==> config.mk <==
export PLATFORM = sky130hd
export DESIGN_NAME = multi_edge_counter
export DESIGN_NICKNAME = d
export VERILOG_FILES = /design/src/rtl/edge_cnt_pkg.sv /design/src/rtl/edge_cnt_ch.sv /design/src/rtl/multi_edge_counter.sv
export SDC_FILE = /design/constraint.sdc
export NUM_CORES = 1
export LEC_CHECK = 0
export BUFFER_PORTS_ARGS = -buffer_cell sky130_fd_sc_hd__clkbuf_2
export CAP_MARGIN = 10
export CORE_MARGIN = 2
export CORE_UTILIZATION = 48
export DETAILED_ROUTE_END_ITERATION = 7
export GPL_TIMING_DRIVEN = 0
export PLACE_DENSITY_LB_ADDON = 0.25
export SETUP_SLACK_MARGIN = 0.15
export SYNTH_ARGS = -nofsm -noshare
export SYNTH_HDL_FRONTEND = slang
export SYNTH_SLANG_ARGS = --single-unit
==> constraint.sdc <==
create_clock -name clk -period 2.2 [get_ports clk]
set_input_delay 0.22 -clock clk [delete_from_list [all_inputs] [get_ports clk]]
set_output_delay 0.22 -clock clk [all_outputs]
set_load 0.1 [all_outputs]
==> src/rtl/edge_cnt_pkg.sv <==
// Shared types for the multi-channel edge counter.
package edge_cnt_pkg;

    typedef enum logic [1:0] {
        MODE_OFF  = 2'b00,
        MODE_RISE = 2'b01,
        MODE_FALL = 2'b10,
        MODE_BOTH = 2'b11
    } mode_t;

    typedef enum logic {
        SNAP_IDLE = 1'b0,
        SNAP_HOLD = 1'b1
    } snap_state_t;

endpackage

==> src/rtl/edge_cnt_ch.sv <==
// One channel: input synchroniser, edge detector, counter with sticky overflow.
module edge_cnt_ch
    import edge_cnt_pkg::*;
#(
    parameter int CNT_W       = 8,
    parameter int SYNC_STAGES = 2
) (
    input  logic             clk,
    input  logic             reset,
    input  logic             sig,
    input  mode_t            mode,
    input  logic             sat_en,
    input  logic             clr,
    input  logic             armed,
    input  logic             snap_clr,
    output logic [CNT_W-1:0] count,
    output logic             ovf
);

    logic [SYNC_STAGES-1:0] sync;
    logic                   sig_s;
    logic                   sig_d;
    logic                   rise;
    logic                   fall;
    logic                   hit;
    logic [CNT_W-1:0]       base;
    logic                   ovf_base;
    logic [CNT_W-1:0]       cnt_nx;
    logic                   ovf_nx;

    assign sig_s = sync[SYNC_STAGES-1];

    always_ff @(posedge clk or posedge reset) begin
        if (reset) begin
            sync  <= '0;
            sig_d <= 1'b0;
            count <= '0;
            ovf   <= 1'b0;
        end else begin
            sync[0] <= sig;
            for (int k = 1; k < SYNC_STAGES; k++) begin
                sync[k] <= sync[k-1];
            end
            sig_d <= sig_s;
            count <= cnt_nx;
            ovf   <= ovf_nx;
        end
    end

    always_comb begin
        rise = sig_s & ~sig_d;
        fall = ~sig_s & sig_d;
        hit  = 1'b0;
        unique case (mode)
            MODE_OFF:  hit = 1'b0;
            MODE_RISE: hit = rise;
            MODE_FALL: hit = fall;
            MODE_BOTH: hit = rise | fall;
        endcase
        hit = hit & armed;
    end

    // Snapshot clear rebases to zero but still keeps this cycle's edge.
    always_comb begin
        base     = snap_clr ? '0 : count;
        ovf_base = snap_clr ? 1'b0 : ovf;
        cnt_nx   = base;
        ovf_nx   = ovf_base;
        if (hit) begin
            if (&base) begin
                cnt_nx = sat_en ? base : '0;
                ovf_nx = 1'b1;
            end else begin
                cnt_nx = base + CNT_W'(1);
            end
        end
        if (clr) begin
            cnt_nx = '0;
            ovf_nx = 1'b0;
        end
    end

endmodule

==> src/rtl/multi_edge_counter.sv <==
// Multi-channel edge counter with arm delay and valid/ready snapshot port.
module multi_edge_counter
    import edge_cnt_pkg::*;
#(
    parameter int NUM_CH      = 4,
    parameter int CNT_W       = 8,
    parameter int SYNC_STAGES = 2,
    parameter int CLR_ON_SNAP = 0
) (
    input  logic                    clk,
    input  logic                    reset,
    input  logic [NUM_CH-1:0]       sig_in,
    input  logic [2*NUM_CH-1:0]     mode,
    input  logic                    sat_en,
    input  logic [NUM_CH-1:0]       clr,
    output logic [NUM_CH*CNT_W-1:0] count,
    output logic [NUM_CH-1:0]       ovf,
    input  logic                    snap_req,
    output logic                    snap_valid,
    input  logic                    snap_ready,
    output logic [NUM_CH*CNT_W-1:0] snap_data,
    output logic                    snap_drop
);

    localparam int ARM_N = SYNC_STAGES + 1;
    localparam int AW    = $clog2(ARM_N + 1);

    logic [AW-1:0] arm_cnt;
    logic          armed;
    snap_state_t   state;
    snap_state_t   state_nx;
    logic          capture;
    logic          drop_nx;
    logic          snap_clr;

    assign armed      = (arm_cnt == AW'(ARM_N));
    assign snap_valid = (state == SNAP_HOLD);
    assign snap_clr   = (CLR_ON_SNAP != 0) && capture;

    // Edges stay masked until the synchroniser and previous-level flop hold real data.
    always_ff @(posedge clk or posedge reset) begin
        if (reset) begin
            arm_cnt <= '0;
        end else if (!armed) begin
            arm_cnt <= arm_cnt + AW'(1);
        end
    end

    for (genvar i = 0; i < NUM_CH; i++) begin : g_ch
        edge_cnt_ch #(
            .CNT_W       (CNT_W),
            .SYNC_STAGES (SYNC_STAGES)
        ) u_ch (
            .clk      (clk),
            .reset    (reset),
            .sig      (sig_in[i]),
            .mode     (mode_t'(mode[2*i +: 2])),
            .sat_en   (sat_en),
            .clr      (clr[i]),
            .armed    (armed),
            .snap_clr (snap_clr),
            .count    (count[i*CNT_W +: CNT_W]),
            .ovf      (ovf[i])
        );
    end

    always_comb begin
        state_nx = state;
        capture  = 1'b0;
        drop_nx  = 1'b0;
        unique case (state)
            SNAP_IDLE: begin
                if (snap_req) begin
                    state_nx = SNAP_HOLD;
                    capture  = 1'b1;
                end
            end
            SNAP_HOLD: begin
                drop_nx = snap_req;
                if (snap_ready) begin
                    state_nx = SNAP_IDLE;
                end
            end
        endcase
    end

    always_ff @(posedge clk or posedge reset) begin
        if (reset) begin
            state     <= SNAP_IDLE;
            snap_data <= '0;
            snap_drop <= 1'b0;
        end else begin
            state     <= state_nx;
            snap_drop <= drop_nx;
            if (capture) begin
                snap_data <= count;
            end
        end
    end

endmodule

==> qor.csv <==
metric;value;unit
status;finished clean;
clk_pin_slew;0.08;ns
cp.arrival;2.27;ns
dp_hpwl;6010;um
core_area;7810;um^2
grt_pass1_wl;13800;um
antenna_found_initial;0;
gp_congestion;0.851;
cp_slowest_cell;a311o_2;
vdd_drop_max;0.410;mV
synth_top_family_by_area;simple AND/OR/NAND/NOR gates;
fin_crit_sh;0.924;
drc_errors;0;
fill_cells;646;
syn_area;3910;um^2
synth_warnings;0;
dr.first_iter.drc_count;101;
start_kind;flop;
ys_types;47;
drt_wl_total;8780;um
routedWlPerCell;15.6;um
synth-async-reset-ratio;1.00;
dieWidth;94.2;um
cts.sinks;84;
mostFrequentLayoutCells;clkbuf_2 (91), dfrtp_1 (63), mux2_2 (36), nor2_1 (21);
ys.flop_type;dfrtp_1;
criticalPathCategory;reg -> reg;
num_vias;3069;
crit_fanout;6;
cts_root_buf;clkbuf_8;
fin_worst_skew;0.0108;ns
ioPinCount;91;
finalSetupViolations;0;
layout_min_cycle_time;2.03;ns
fmax;0.492;GHz
final_common_cell;clkbuf_2;
grt_setup_unrepaired;yes;
cts_made_buffers;9;
via_per_inst;5.46;
drive_gt1_frac;0.437;
synth-edff-count;0;
worst_pin_slew;0.716;ns
path_cells;ha_1 -> nand2b_4 -> a311o_2 -> a21o_1 -> nor2b_4 -> a221o_1;
num_rows;32;
synth_compound_area_frac;0.103;
cp_data_required_time;2.44;ns
final_util;0.634;
drtPass1Iterations;4;
final_nets;489;
grt_pass1_vias;2913;
cts_buffer_depth;2;
drtAntennaViolNets;0;
slowest_delay;0.41;ns
synthMuxAreaShare;0.109;
start_util;0.501;
die_height;94.2;um
htreeDepth;3;
area_delta_synth_final;26.7;%
tns;0;ns
clk_latency;0.35;ns
final_area;4950;um^2
power_density;684;nW/um^2
tritoncts;yes;
grt_overflow;0;
hold_violations;0;
grt_use_total;0.203;
synthAdderAreaFrac;0.0416;
grt_max_degree;39;
power_leakage;2.44;nW
ys_seq_area_frac;0.538;
synth-xor-area-share;0.00672;
syn_nets;375;
maxCapViolations;0;
synth_seq_cells;84;
end_kind;flop;
hp-class;in -> reg;
synth_simple_gate_area_share;0.167;
max-slew-margin-rel;0.523;
whs;0.0934;ns
dieArea;8880;um^2
portBuffers;89;
syn_avg_cell_area;11.5;um^2
maxSlewViolCount;0;
diodes;0;
synthCells;341;
dpl_cell_area;4570;um^2
-- worst max-delay path, delay by kind of cell (launching register included) --
kind / cells / cell delay, ns
and+or+nand+nor: 2 / 0.30
DFF: 1 / 0.39
adders and majority gates: 1 / 0.30
AOI/OAI and AO/OA: 3 / 0.94
-- stage by stage --
step                      cells  total power [mW]  setup WS [ns]
after global placement      532              2.22          0.197
after CTS                   555              3.40          0.158
after detailed placement    534              2.24          0.133
after global routing        562              3.51         0.0879
final                       562              3.38          0.166
after floorplan             341              2.11          0.109
-- report_power, final --
part / leakage [nW] / internal, mW / switching (mW)
sequential: 1.09 / 1.60 / 0.0395
clock: 0.104 / 0.621 / 0.525
combinational: 1.25 / 0.153 / 0.451
-- final timing paths --
check	from	to	slack, ns	cells past startpoint
worst max-delay path	g_ch[3].u_ch.sync[1]	g_ch[3].u_ch.count[2]	0.17	6
min in group asynchronous	reset	snap_data[21]	0.43	3
worst max register to register	g_ch[3].u_ch.sync[1]	g_ch[3].u_ch.count[2]	0.17	6
max in group asynchronous	reset	g_ch[0].u_ch.count[1]	1.00	5
worst min-delay path	snap_req	snap_drop	0.09	2
worst min register to register	g_ch[2].u_ch.sync[0]	g_ch[2].u_ch.sync[1]	0.35	0
-- layer usage --
layer	global-route usage	routed length, um	vias to the layer above
met5	0	0	-
met1	0.263	3890	1525
met4	0.0894	147	0
li1	-	-	1459
met2	0.334	4390	73
met3	0.0345	354	12
-- cell type report --
type / instances / area (um^2) / share of cell area
flip-flops and latches: 84 / 2140 / 0.432
plain buffers: 16 / 92.6 / 0.0187
clock buffers: 15 / 176 / 0.0356
multi-input cells: 227 / 1740 / 0.352
clock inverters: 1 / 30.0 / 0.00607
repair buffers: 103 / 588 / 0.119
well taps: 102 / 128 / 0.0258
inverters: 14 / 56.3 / 0.0114
-- Yosys cell counts, types with 4 or more instances --
| master | n | area (um^2) |
|---|---|---|
| dfrtp_1 | 84 | 2100 |
| mux2_2 | 36 | 405 |
| nor2_1 | 21 | 78.8 |
| a21oi_1 | 19 | 95.1 |
| nand3_1 | 15 | 75.1 |
| inv_1 | 14 | 52.6 |
| ha_1 | 13 | 163 |
| nand2_1 | 11 | 41.3 |
| clkbuf_1 | 10 | 37.5 |
| o21ai_0 | 10 | 50.1 |
| nand2b_1 | 9 | 56.3 |
| nor2b_1 | 9 | 56.3 |
| nor3_1 | 9 | 45.0 |
| and3_1 | 8 | 50.1 |
| and4_1 | 7 | 61.3 |
| a311oi_1 | 5 | 43.8 |
| a31oi_1 | 4 | 25.0 |
| buf_4 | 4 | 30.0 |
| or3_1 | 4 | 25.0 |
-- cells by family after synthesis --
kind of cell               count (synthesis)
buffers and inverters                     30
adders and majority gates                 13
xor gates and xnor gates                   3
and+or+nand+nor                          113
muxes                                     38
AOI/OAI and AO/OA                         60
DFF                                       84
-- registers in the layout (all words and copies together), names as in the netlist --
register,count
snap_data,32
g_ch.u_ch.sig_d,4
snap_drop,1
arm_cnt,2
g_ch.u_ch.count,32
g_ch.u_ch.sync,8
g_ch.u_ch.ovf,4
snap_valid,1
-- repair_timing --
item	4_1_cts	5_1_grt
hold buffers	5	0
pin swaps	1	7
setup buffers	0	7
hold endpoints to repair	23	0
resized for setup	1	23
setup endpoints to repair	3	18
Power figures use the tool's default switching activity.
